==> config.mk <==
export PLATFORM = sky130hd
export DESIGN_NAME = serial_cmp_sched
export DESIGN_NICKNAME = d
export VERILOG_FILES = /design/src/rtl/serial_cmp_pkg.sv /design/src/rtl/serial_eq_core.sv /design/src/rtl/serial_cmp_sched.sv
export SDC_FILE = /design/constraint.sdc
export NUM_CORES = 1
export LEC_CHECK = 0
export ABC_AREA = 1
export CORE_ASPECT_RATIO = 0.75
export CORE_UTILIZATION = 47
export CTS_CLUSTER_SIZE = 20
export DETAILED_ROUTE_END_ITERATION = 8
export PLACE_DENSITY = 0.85
export SKIP_CTS_REPAIR_TIMING = 1
export SLEW_MARGIN = 20
export SYNTH_ARGS = -nofsm -noshare
export SYNTH_HDL_FRONTEND = slang
export SYNTH_HIERARCHICAL = 1
export SYNTH_SLANG_ARGS = --single-unit
==> constraint.sdc <==
create_clock -name CLK -period 2 [get_ports CLK]
set_input_delay 0.4 -clock CLK [delete_from_list [all_inputs] [get_ports CLK]]
set_output_delay 0.4 -clock CLK [all_outputs]
set_load 0.01 [all_outputs]
==> src/rtl/serial_cmp_pkg.sv <==
// Shared types and constants for the two-requester bit-serial equality scheduler.
package serial_cmp_pkg;

  localparam int unsigned WIDTH_DEFAULT = 8;

  typedef enum logic [1:0] {
    ST_IDLE   = 2'd0,
    ST_SHIFT  = 2'd1,
    ST_RESULT = 2'd2
  } state_e;

endpackage

==> src/rtl/serial_eq_core.sv <==
// Bit-serial equality accumulator: clear presets the flag, each enabled cycle ANDs in X==Y.
module serial_eq_core (
  input  logic clk,
  input  logic rst,
  input  logic clr,
  input  logic en,
  input  logic x,
  input  logic y,
  output logic eq,
  output logic eq_next
);

  logic eq_q;
  logic eq_d;

  // eq_next lets the caller latch the final result on the same edge as the last bit.
  assign eq_next = eq_q & (x == y);
  assign eq      = eq_q;

  always_comb begin
    // NOTE: defaulting every always_comb output first is what keeps this free of latches.
    eq_d = eq_q;
    if (clr) begin
      eq_d = 1'b1;
    end else if (en) begin
      eq_d = eq_next;
    end
  end

  always_ff @(posedge clk) begin
    // NOTE: non-blocking assignments for every flop so all state updates see pre-edge values.
    if (rst) begin
      eq_q <= 1'b1;
    end else begin
      eq_q <= eq_d;
    end
  end

endmodule

==> src/rtl/serial_cmp_sched.sv <==
// Round-robin scheduler for two requesters sharing one LSB-first serial equality comparator.
module serial_cmp_sched
  import serial_cmp_pkg::*;
#(
  parameter int unsigned WIDTH = WIDTH_DEFAULT
) (
  input  logic             CLK,
  input  logic             RST,
  input  logic             REQ0,
  input  logic [WIDTH-1:0] A0,
  input  logic [WIDTH-1:0] B0,
  input  logic             REQ1,
  input  logic [WIDTH-1:0] A1,
  input  logic [WIDTH-1:0] B1,
  output logic             ACK0,
  output logic             ACK1,
  output logic             BUSY,
  output logic             X,
  output logic             Y,
  output logic             DONE,
  output logic             EQ,
  output logic             ID,
  output logic [7:0]       MATCH_CNT
);

  localparam int unsigned CW = $clog2(WIDTH);
  localparam logic [CW-1:0] CNT_LAST = CW'(WIDTH - 1);

  state_e           state_q, state_d;
  logic [WIDTH-1:0] a_sh_q, a_sh_d;
  logic [WIDTH-1:0] b_sh_q, b_sh_d;
  logic [CW-1:0]    cnt_q, cnt_d;
  logic             gnt_q, gnt_d;
  logic             last_q, last_d;
  logic             ack0_q, ack0_d;
  logic             ack1_q, ack1_d;
  logic             busy_q, busy_d;
  logic             done_q, done_d;
  logic             eq_out_q, eq_out_d;
  logic             id_q, id_d;
  logic [7:0]       mcnt_q, mcnt_d;
  logic             pick1;
  logic             eq_clr, eq_en, eq_flag, eq_next;

  serial_eq_core u_eq_core (
    .clk     (CLK),
    .rst     (RST),
    .clr     (eq_clr),
    .en      (eq_en),
    .x       (a_sh_q[0]),
    .y       (b_sh_q[0]),
    .eq      (eq_flag),
    .eq_next (eq_next)
  );

  // On a tie, grant whoever was not served last; last_q resets to 1 so requester 0 wins first.
  assign pick1 = REQ1 & (~REQ0 | ~last_q);

  always_comb begin
    state_d  = state_q;
    a_sh_d   = a_sh_q;
    b_sh_d   = b_sh_q;
    cnt_d    = cnt_q;
    gnt_d    = gnt_q;
    last_d   = last_q;
    ack0_d   = 1'b0;
    ack1_d   = 1'b0;
    done_d   = 1'b0;
    eq_out_d = eq_out_q;
    id_d     = id_q;
    mcnt_d   = mcnt_q;
    eq_clr   = 1'b0;
    eq_en    = 1'b0;

    case (state_q)
      ST_IDLE: begin
        if (REQ0 || REQ1) begin
          a_sh_d  = pick1 ? A1 : A0;
          b_sh_d  = pick1 ? B1 : B0;
          gnt_d   = pick1;
          last_d  = pick1;
          ack0_d  = ~pick1;
          ack1_d  = pick1;
          cnt_d   = '0;
          eq_clr  = 1'b1;
          state_d = ST_SHIFT;
        end
      end
      ST_SHIFT: begin
        eq_en  = 1'b1;
        a_sh_d = a_sh_q >> 1;
        b_sh_d = b_sh_q >> 1;
        cnt_d  = cnt_q + CW'(1);
        if (cnt_q == CNT_LAST) begin
          state_d  = ST_RESULT;
          done_d   = 1'b1;
          eq_out_d = eq_next;
          id_d     = gnt_q;
          if (eq_next && (mcnt_q != 8'hFF)) begin
            mcnt_d = mcnt_q + 8'd1;
          end
        end
      end
      ST_RESULT: state_d = ST_IDLE;
      default:   state_d = ST_IDLE;
    endcase

    busy_d = (state_d != ST_IDLE);
  end

  always_ff @(posedge CLK) begin
    // NOTE: shift registers are reset too: they drive X/Y directly, which must read 0 outside SHIFT.
    if (RST) begin
      state_q  <= ST_IDLE;
      a_sh_q   <= '0;
      b_sh_q   <= '0;
      cnt_q    <= '0;
      gnt_q    <= 1'b0;
      last_q   <= 1'b1;
      ack0_q   <= 1'b0;
      ack1_q   <= 1'b0;
      busy_q   <= 1'b0;
      done_q   <= 1'b0;
      eq_out_q <= 1'b0;
      id_q     <= 1'b0;
      mcnt_q   <= 8'd0;
    end else begin
      state_q  <= state_d;
      a_sh_q   <= a_sh_d;
      b_sh_q   <= b_sh_d;
      cnt_q    <= cnt_d;
      gnt_q    <= gnt_d;
      last_q   <= last_d;
      ack0_q   <= ack0_d;
      ack1_q   <= ack1_d;
      busy_q   <= busy_d;
      done_q   <= done_d;
      eq_out_q <= eq_out_d;
      id_q     <= id_d;
      mcnt_q   <= mcnt_d;
    end
  end

  // Shift registers are empty after WIDTH shifts, so bit 0 is naturally 0 outside SHIFT.
  assign X         = a_sh_q[0];
  assign Y         = b_sh_q[0];
  assign ACK0      = ack0_q;
  assign ACK1      = ack1_q;
  assign BUSY      = busy_q;
  assign DONE      = done_q;
  assign EQ        = eq_out_q;
  assign ID        = id_q;
  assign MATCH_CNT = mcnt_q;

endmodule

# Word level (Yosys, flattened, before mapping)
# Index checks and enable logic that the tools add are counted.
# word_totals
ff_bits	38
inputBits	36
out_inout_bits	16
# op_classes
bitwise_logic	9
add_sub_neg	2
n_mux	15
n_reduce_logical	12
n_eq_ne	5
# ops
op	count
two-way mux 8 bit	4
case mux 8 bit (2 select lines)	2
adder 8 x 1 -> 8 bit, second input constant	1
!= test 8 bit, second input constant	1
NOT 1 bit	6
case mux 3 bit (2 select lines)	1
AND reduction 2 bit	3
two-way mux 1 bit	4
two-way mux 2 bit	2
case mux 2 bit (2 select lines)	1
nonzero test 2 bit	2
OR reduction 2 bit	2
adder 3 x 1 -> 3 bit, second input constant	1
== test 3 bit, second input constant	1
two-way mux 3 bit	1
AND reduction 3 bit	1
OR reduction 3 bit	1
AND 1 bit	2
== test 2 x 1 -> 1 bit, second input constant	1
zero test 2 bit	1
!= test 2 bit, second input constant	1
== test 1 bit	1
logical AND 1 bit	1
logical OR 1 bit	1
bitwise OR 1 bit	1

# Depth between registers and ports, before layout
# Gate-level depths: netlist of the first run.
# depth
depth_word	6
ltp_mapped	10
ltp_nobuf	10

# Hierarchy
# The synthesis of the first run kept the hierarchy.
# modules_own_cells
mod	area_per_inst_um2	instances	cells_per_inst	seq_area_each_um2
serial_cmp_sched	1805.5	1	278	740.7
serial_eq_core	70.1	1	14	20.0

# Worst setup path before layout of the first run
# Ideal clock, no wire load.
# synth_path
path_kind	register to register
startpoint	register cnt_q[0]
endpoint	register mcnt_q[5], in the netlist MATCH_CNT[5]
arrival_ps	1359
required_time_ps	1936
path_stages_with_launch	9
path_slack_ps	577
synth_period_minus_slack_ps	1423
n_path_buf	0
path_cell_list	dfxtp_1 -> ha_1 -> ha_1 -> nand3_1 -> nor2_4 -> nand2_4 -> nor2_1 -> nor2_1 -> nor2_1
# synth_via
elab_chain_cells	2
# synth_rtl
item	line_no	rtl
from (decl)	serial_cmp_sched.sv:32	logic [CW-1:0] cnt_q, cnt_d;
from (signal assigned)	serial_cmp_sched.sv:131	cnt_q <= cnt_d;
== test 3 bit	serial_cmp_sched.sv:94	if (cnt_q == CNT_LAST) begin
AND reduction 3 bit (no source line)	n/a	
to (signal assigned)	serial_cmp_sched.sv:140	mcnt_q <= mcnt_d;
to (decl)	serial_cmp_sched.sv:41	logic [7:0] mcnt_q, mcnt_d;
# No other way between the ends.
# A chain may end at the register's enable or synchronous reset.

# Worst setup path after layout of the first run
# layout_path
startpoint	register cnt_q[0]
endpoint	register mcnt_q[6], in the netlist MATCH_CNT[6]
# Same word-level chain as after synthesis.

==> results of run 1 <==
==> sequential cells by signal, indices dropped and copies added, names as in the netlist, 2 cells and up <==
| register | flops |
|---|---|
| state_q | 2 |
| a_sh_q | 8 |
| b_sh_q | 8 |
| MATCH_CNT | 8 |
| cnt_q | 3 |
==> metal layers <==
metal / vias up / part of all wire, %
met1: 849 / 46
met2: 52 / 48
met5: - / 0
met4: 0 / 0.99
li1: 1010 / -
met3: 5 / 4.4
==> per-stage QoR <==
stage,worst slack [ns],cell area [sq um]
final,0.247,2540
after global routing,0.105,2540
after CTS,0.255,2540
after detailed placement,0.176,2430
after global placement,0.235,2430
after floorplan,0.577,1880
==> power by group <==
group | internal [mW] | switching, mW | leakage (nW)
registers | 0.803 | 0.0267 | 0.311
clock network | 0.367 | 0.269 | 0.0579
logic | 0.148 | 0.163 | 0.781
total | 1.32 | 0.458 | 1.15
==> worst paths after layout <==
path	start	to	slack (ns)	depth (start not counted)
worst max-delay path	cnt_q[0]	MATCH_CNT[6]	0.25	8
worst min-delay path	gnt_q	gnt_q	0.47	2
worst max register to register	cnt_q[0]	MATCH_CNT[6]	0.25	8
worst min register to register	gnt_q	gnt_q	0.47	2
==> cell families (layout without fill, tap and decap cells) <==
kind of cell / Yosys count / in the layout / synth area share (%)
fa+ha+maj: 4 / 4 / 2.67
compound gates: 33 / 33 / 9.21
simple gates: 182 / 182 / 39.6
xor+xnor: 1 / 1 / 0.467
flops: 38 / 38 / 40.6
buf+inv: 34 / 87 / 7.47
==> worst min-delay path, stage by stage, from the launching register on <==
cell and delay (ns):
dfxtp_1 0.32, nand2_1 0.06, a21oi_1 0.05
==> final cells by class <==
type,instances,share of cell area (%)
multi-input cells,220,38.3
flip-flops and latches,38,29.9
repair buffers,56,21.5
inverters,23,3.39
clock buffers,5,2.71
well taps,52,2.56
clock inverters,3,1.57
==> placed cells by master, fill, tap and decap left out, types with 3 or more instances in the layout <==
| cell type | instances |
|---|---|
| a21oi_1 | 15 |
| buf_4 | 5 |
| clkbuf_8 | 5 |
| clkdlybuf4s50_1 | 51 |
| dfxtp_1 | 38 |
| ha_1 | 4 |
| inv_1 | 22 |
| nand2_1 | 85 |
| nand3_1 | 12 |
| nor2_1 | 76 |
| nor2_4 | 3 |
| o21ai_0 | 15 |
==> impl_results.md, run 1 <==
* Top cell type's share of synthesized area at 40.6%
* Clk slew on worst S/H paths at about 0.08 ns
* Syn Inst Count at 292
* Mapped Avg Cell Area at around 6.4 sq um
* FF+latch count, synth at 38
* Drt wl/cell at about 11 um
* Crit-path cells: ha_1 -> ha_1 -> nand3_1 -> nor2_4 -> nand3_1 -> nand2_1 -> nand2_1 -> nor2_1
* M2 GR Usage at 41.3%
* Die width at 74.9 um
* Power Total at 1.78 mW
* Grt total ovfl at 0
* Max cap viols at 0
* Ratio of cells with drive above 1 in the final layout at 5.22%
* # fillers at 339
* Primary FF master, synth: dfxtp_1
* Top-count cell post-synth: nand2_1
* Core area at 3730 sq um
* Worst Path Required at between 2 and 2.5 ns
* Num rows at 19
* Port Buffers at 51
* Final setup vio count at 0
* CP endpoint kind: flop
* FFs w/ async S/R, synth at 0%
* # diodes at 0
* CTS tree: yes
* Arr. time, crit path at 1.98 ns
* Clock Latency Late Sink at 0.29 ns
* Final Non-Filler Cells at 397
* GP Congestion at 0.786
* Final Hold Viols at 0
* Nets at roughly 380
* Max_slew headroom at 67.8%
* Final period utilization at between 80% and 90%
* CTS Buffer Depth at 2
* # IOs at 52
* Total Neg Setup Slack at 0 ns
* Initial antenna violation count at 0
* Dpl cells at 389
* Critical Path Fanout Max at 10
* Clock root buffer: clkbuf_8
* First-pass GRT wire length at 7820 um
* Grt peak-use layer: met2
* Slowest CP cell: dfxtp_1
* Post-DP HPWL at 3240 um
* Die footprint at 4250 sq um
* Crit path kind: flop to flop
* Remaining DRCs at 0
* Top Family by Delay on Critical Path: simple AND/OR/NAND/NOR gates
* Detailed Routing Iterations Pass 1 at 4
* Initial DRC Count at 90
* Worst slew pin tran at 0.483 ns
* Met1 usage in global routing at 29.6%
* Multi-input gate area at between 900 and 1000 sq um
* Crit path time final at 1.75 ns
* WL final at 4440 um
* Top post-synthesis cells by count: nand2_1, nor2_1, dfxtp_1
* Pin count of the biggest net entering global routing at 21
* H-Tree Depth at 2
* Synth warnings at 6
* WHS at about 0.47 ns
* Inserted Clock Buffers at 5
* Via count at 1916
* Outcome: completed
* Achievable Freq at 0.570 GHz
* Via/cell ratio at 4.83
* Pleak at 1.15 nW
* Met3 usage at 5.21%
* PD cells at 698 nW/um^2
* Worst vdd ir at 0.549 mV
* Crit path largest cell delay at 0.38 ns
* Layout Skew at 0.00610 ns
* Leading area contributor after synthesis: dfxtp_1
* Reg area at between 700 and 800 sq um
* Post-synthesis sequential area ratio at 40.6%
* Sink Count at 38
* RSZ-0062 raised after global routing: no
* Number of enable flip-flop cells after synthesis at 0
* Synth cell types at 20
* Util after Layout at 68.2%
* Total GRT Usage at 24.1%
* Vias in the first global route at approximately 1.9k
* Synth area leaders: dfxtp_1, nand2_1, nor2_1
* Die H at 56.7 um
* Crit path launch type: flop
* Synth-to-Final Area Change at 35.6%
* Hold WC Path Type: flop to flop
* Synthesized Nets at 332
* ANT nets after route at 0
* Synthesized area at 1880 sq um
* Crit path buf inv count at 0
* Initial Util at 50.3%
* Slew Viols, Final at 0
(Power assumes the default switching activity.)
==> inputs of run 2 (changes only) <==
--- a/config.mk
+++ b/config.mk
@@ -12,2 +12,3 @@
 export DETAILED_ROUTE_END_ITERATION = 8
+export GPL_TIMING_DRIVEN = 0
 export PLACE_DENSITY = 0.85
==> constraint.sdc (replaced) <==
create_clock -name CLK -period 2 [get_ports CLK]
set_input_delay 0.5 -clock CLK [delete_from_list [all_inputs] [get_ports CLK]]
set_output_delay 0.5 -clock CLK [all_outputs]
set_load 0.01 [all_outputs]
==> run 2 against run 1 <==
  * Critical path depth is 7 lower
  * Via count grew 2.2%
  * Sequential power about the same
  * Register-to-register slack improved by 0.07 ns
==> impl_results.md, run 2 (same netlist as run 1, synthesis figures left out) <==
* Outcome: completed
* Place WS at -0.0896 ns
* Port Buffers at 51
* # IOs at 52
* Worst Path Required at ~1.5 ns
* Nets at 390
* Power Total at 1.69 mW
* Crit-path cells: clkdlybuf4s50_1
* Drt wl/cell at 10.8 um
* Clock root buffer: clkbuf_8
* CTS tree: yes
* Crit path buf inv count at 1
* Core area at ~3700 sq um
* CTS Buffer Depth at 2
* Crit path kind: flop to output port
* Final Hold Viols at 0
* Initial DRC Count at 145
* WL final at 4370 um
* # diodes at 0
* Grt total ovfl at 0
* Util after Layout at 68.1%
* Via count at 1959
* Via/cell ratio at 4.86
* Crit path largest cell delay at 0.58 ns
* Sink Count at 38
* Total GRT Usage at 23.9%
* CP endpoint kind: output port
* Commonest non-fill, non-tap cell in the layout: nand2_1
* Initial Util at 50.3%
* Arr. time, crit path at 1.32 ns
* Max cap viols at 0
* Slowest CP cell: clkdlybuf4s50_1
* First-pass GRT wire length at between 7000 and 8000 um
* Final setup vio count at 0
* Crit path launch type: flop
* Worst slew pin tran at between 0.5 and 0.6 ns
* H-Tree Depth at 2
* Post-DP HPWL at between 3000 and 4000 um
* Die H at 56.7 um
* Clock Latency Late Sink at 0.29 ns
* Achievable Freq at 0.550 GHz
* Num rows at 19
* Initial antenna violation count at 0
* Remaining DRCs at 0
* Most frequent cells in the layout: nand2_1, nor2_1, clkdlybuf4s50_1
* Final worst slack at 0.181 ns
* Die width at 74.9 um
* WHS at 0.466 ns
* Synth-to-Final Area Change at 35.6%
* Detailed Routing Iterations Pass 1 at 5
* RSZ-0062 raised after global routing: no
* Layout Skew at 0.00419 ns
* Max_slew headroom at 64.6%
* Crit path time final at 1.82 ns
* Top Family by Delay on Critical Path: buffers and inverters
* Ratio of cells with drive above 1 in the final layout at between 5 and 6%
* Worst vdd ir at 0.365 mV
* Final period utilization at approximately 91%
* PD cells at 663 nW/um^2
* Pin count of the biggest net entering global routing at 12
* ANT nets after route at 0
* Vias in the first global route at 1791
* Slew Viols, Final at 0
* Die footprint at 4250 sq um
* Hold WC Path Type: flop to flop
* GP Congestion at 0.840
* Inserted Clock Buffers at 5
* Critical Path Fanout Max at 7
* Clk slew on worst S/H paths at 0.07 ns
* Pleak at 1.15 nW
==> run 2: cell types whose count changed in the layout (fill, tap and decap cells not counted), sizes merged <==
cell,before,now
clkbuf,5,10
buf,5,8
clkinv,2,1
bufinv,1,0
==> run 2: final cells by class <==
class / instances / area [sq um]
fillers: 342 / 1190
well taps: 52 / 65.1
plain buffers: 11 / 53.8
multi-input cells: 220 / 975
repair buffers: 51 / 510
flip-flops and latches: 38 / 761
clock buffers: 7 / 86.3
inverters: 23 / 86.3
clock inverters: 1 / 5.00
==> run 2: worst paths after layout <==
kind | start | end | slack (ns) | cells after the start
worst max-delay path | MATCH_CNT[2] | MATCH_CNT[2] | 0.18 | 1
worst min-delay path | b_sh_q[7] | b_sh_q[7] | 0.47 | 2
worst max register to register | cnt_q[0] | MATCH_CNT[7] | 0.32 | 8
worst min register to register | b_sh_q[7] | b_sh_q[7] | 0.47 | 2
==> run 2: report_power, final <==
| group | internal (mW) | switching, mW |
|---|---|---|
| Sequential | 0.803 | 0.0247 |
| Clock | 0.278 | 0.267 |
| Combinational | 0.151 | 0.162 |
| Total | 1.23 | 0.454 |
==> run 2: worst min-delay path: stages, from the launching register on <==
cell,delay (ns)
dfxtp_1,0.31
nand2_1,0.06
a21oi_1,0.05
==> run 2: metrics by stage <==
stage	TNS, ns	cell area (sq um)	std cells
3_5_place_dp	-0.771	2450	395
6_report	0	2540	403
4_1_cts	0	2540	403
5_1_grt	0	2540	403
3_3_place_gp	-0.561	2450	395
2_1_floorplan	0	1880	292
==> run 2: metal layers <==
layer | GRT usage, % | vias up | part of all wire [%]
met5 | 0 | - | 0
met4 | 9.16 | 0 | 1.8
met3 | 5.92 | 9 | 5.9
met2 | 36.9 | 55 | 45
met1 | 31.8 | 866 | 47
li1 | - | 1029 | -
==> inputs of run 3 (changes only) <==
- SLEW_MARGIN: 20 -> default
==> results of run 3 <==
No change in the layout: final DEF, timing and power equal those of run 2.
==> RTL edit: new RTL, settings of run 2 <==
`WIDTH_DEFAULT`: 8 -> 16.
--- a/src/rtl/serial_cmp_pkg.sv
+++ b/src/rtl/serial_cmp_pkg.sv
@@ -1,7 +1,7 @@
 // Shared types and constants for the two-requester bit-serial equality scheduler.
 package serial_cmp_pkg;
 
-  localparam int unsigned WIDTH_DEFAULT = 8;
+  localparam int unsigned WIDTH_DEFAULT = 16;
 
   typedef enum logic [1:0] {
     ST_IDLE   = 2'd0,
Interface: changed (resized A0, A1, B0 and B1); port bits go from 52 to 84. The function was not compared with the original's and may differ.
==> RTL edit against run 2 <==
- routed wire length rose by 69%
- total power rose by 48%
- synthesized area rose by 53%
- sequential cell count rose by 17
- non-clock buffer count rose by 45
- clock power rose by 32%
- final area rose by 53%
- worst setup slack got worse by 0.070 ns
- largest cell class unchanged
- largest power group unchanged
==> RTL edit: results (changes against run 2) <==
| Metric | Value |
|---|---|
| Detailed Place HPWL | 5.431 mm (was 3.242 mm) |
| First-pass GRT wire length | 12.44 mm (was 7.741 mm) |
| Tightest Pin Transition | 0.5550 ns (was 0.5311 ns) |
| Leading cell types by count after synthesis | sky130_fd_sc_hd__nand2_1 (169), sky130_fd_sc_hd__nor2_1 (80), sky130_fd_sc_hd__dfxtp_1 (55), sky130_fd_sc_hd__a21oi_1 (43), sky130_fd_sc_hd__nand3_1 (42) (was sky130_fd_sc_hd__nand2_1 (85), sky130_fd_sc_hd__nor2_1 (76), sky130_fd_sc_hd__dfxtp_1 (38), sky130_fd_sc_hd__inv_1 (22)) |
| Top fanout value on the critical path | 8 (was 7) |
| Final Skew | 0.004736 ns (was 0.004188 ns) |
| Final GP Congestion | 0.8241 (was 0.8403) |
| Vias in the first global route | 2890 (was 1791) |
| Xor and xnor fraction of the mapped netlist area | 0.006116 (was 0.004670) |
| P_leak | 1.708 nW (was 1.153 nW) |
| Data arrival time of the worst path | 1.39 ns (was 1.32 ns) |
| Number of fill cells in the layout | 533 (was 342) |
| Antenna diodes | 0 (unchanged) |
| Count of nets after finishing | 622 (was 390) |
| Buffers added on ports | 83 (was 51) |
| Compound-cell area share of the yosys netlist | 0.08825 (was 0.09206) |
| Pre-Repair DR Iteration Count | 5 (unchanged) |
| Via-to-Cell Ratio | 4.959 (was 4.861) |
| Classification of the worst-slack hold path | flop to flop (unchanged) |
| Global routing usage summed across all routing layers | 0.2426 (was 0.2392) |
| Maximum number of pins on one net before global-route repair | 17 (was 12) |
| Maximum count of clock buffers along a single path | 2 (unchanged) |
| Delay of the slowest cell on the worst path | 0.60 ns (was 0.58 ns) |
| Fraction of the mapped netlist area in adder cells | 0.008737 (was 0.02668) |
| 1st-iter DRT viols | 183 (was 145) |
| Area of all placed cells without fillers | 3899 µm² (was 2542 µm²) |
| Synthesized net count | 532 (was 332) |
| Worst IR Drop VDD | 0.4176 mV (was 0.3647 mV) |
| Multiplexer fraction of the synthesized cell area | 0 (unchanged) |
| Synth area leaders | sky130_fd_sc_hd__dfxtp_1 (38%), sky130_fd_sc_hd__nand2_1 (22%), sky130_fd_sc_hd__nor2_1 (10%) (was sky130_fd_sc_hd__dfxtp_1 (41%), sky130_fd_sc_hd__nand2_1 (17%), sky130_fd_sc_hd__nor2_1 (15%)) |
| Pre-CTS worst setup slack | -0.1571 ns (was -0.08964 ns) |
| Total cell area at the placement stage | 3792 µm² (was 2451 µm²) |
| Final routed wirelength across all metal layers | 7.408 mm (was 4.372 mm) |
| Clock Pin Slew Worst Setup and Hold Paths | 0.09 ns (was 0.07 ns) |
| Number of unique standard cell types used by synthesis | 25 (was 20) |
| Status | finished, final reports clean (unchanged) |
| Proportion of layout cells with a drive suffix above 1 | 0.07246 (was 0.05698) |
| Share of synthesized area occupied by flip-flops and latches | 0.3844 (was 0.4056) |
## RTL edit: cell type report
| type | instances | area share |
|---|---|---|
| Multi-Input combinational cell | 360 | 0.3989 |
| Sequential cell | 55 | 0.2824 |
| Timing Repair Buffer | 83 | 0.2131 |
| Buffer | 24 | 0.03113 |
| Tap cell | 78 | 0.02503 |
| Inverter | 23 | 0.02214 |
| Clock buffer | 5 | 0.01765 |
| Clock inverter | 2 | 0.009628 |
## RTL edit: routing by layer
metal  routed length, µm  GRT usage  up-vias
met4                  81    0.07639        0
met5                   0          0        -
met2                3399     0.4146      127
met3                 576    0.04605        9
met1                3350     0.3091     1357
li1                    -          -     1631
## RTL edit: power breakdown
group	internal [W]	switching, W
logic	0.000265	0.000295
registers	0.00117	0.0000434
clock network	0.000366	0.000351
## RTL edit: worst paths after layout
| path | startpoint | endpoint | slack [ns] | depth (start not counted) |
|---|---|---|---|---|
| max | MATCH_CNT[2]$_SDFFE_PP0P_ | MATCH_CNT[2] | 0.11 | 1 |
| min | a_sh_q[15]$_SDFFE_PP0P_ | a_sh_q[15]$_SDFFE_PP0P_ | 0.47 | 2 |
| max reg2reg | last_q$_SDFFE_PP1N_ | a_sh_q[0]$_SDFFE_PP0P_ | 0.45 | 8 |
| min reg2reg | a_sh_q[15]$_SDFFE_PP0P_ | a_sh_q[15]$_SDFFE_PP0P_ | 0.47 | 2 |
## RTL edit: kinds of logic (layout without fill, tap and decap cells)
family                     Yosys count  count (layout)
adders and majority gates            2               2
AOI/OAI and AO/OA                   50              50
DFF                                 55              55
buffers and inverters               47             137
and+or+nand+nor                    306             306
xor gates and xnor gates             2               2
## RTL edit: metrics by stage
step | instances | total power [W]
after floorplan | 462 | 0.001551
after global placement | 623 | 0.001775
after detailed placement | 623 | 0.001791
after CTS | 630 | 0.002498
after global routing | 630 | 0.002621
final | 630 | 0.002491
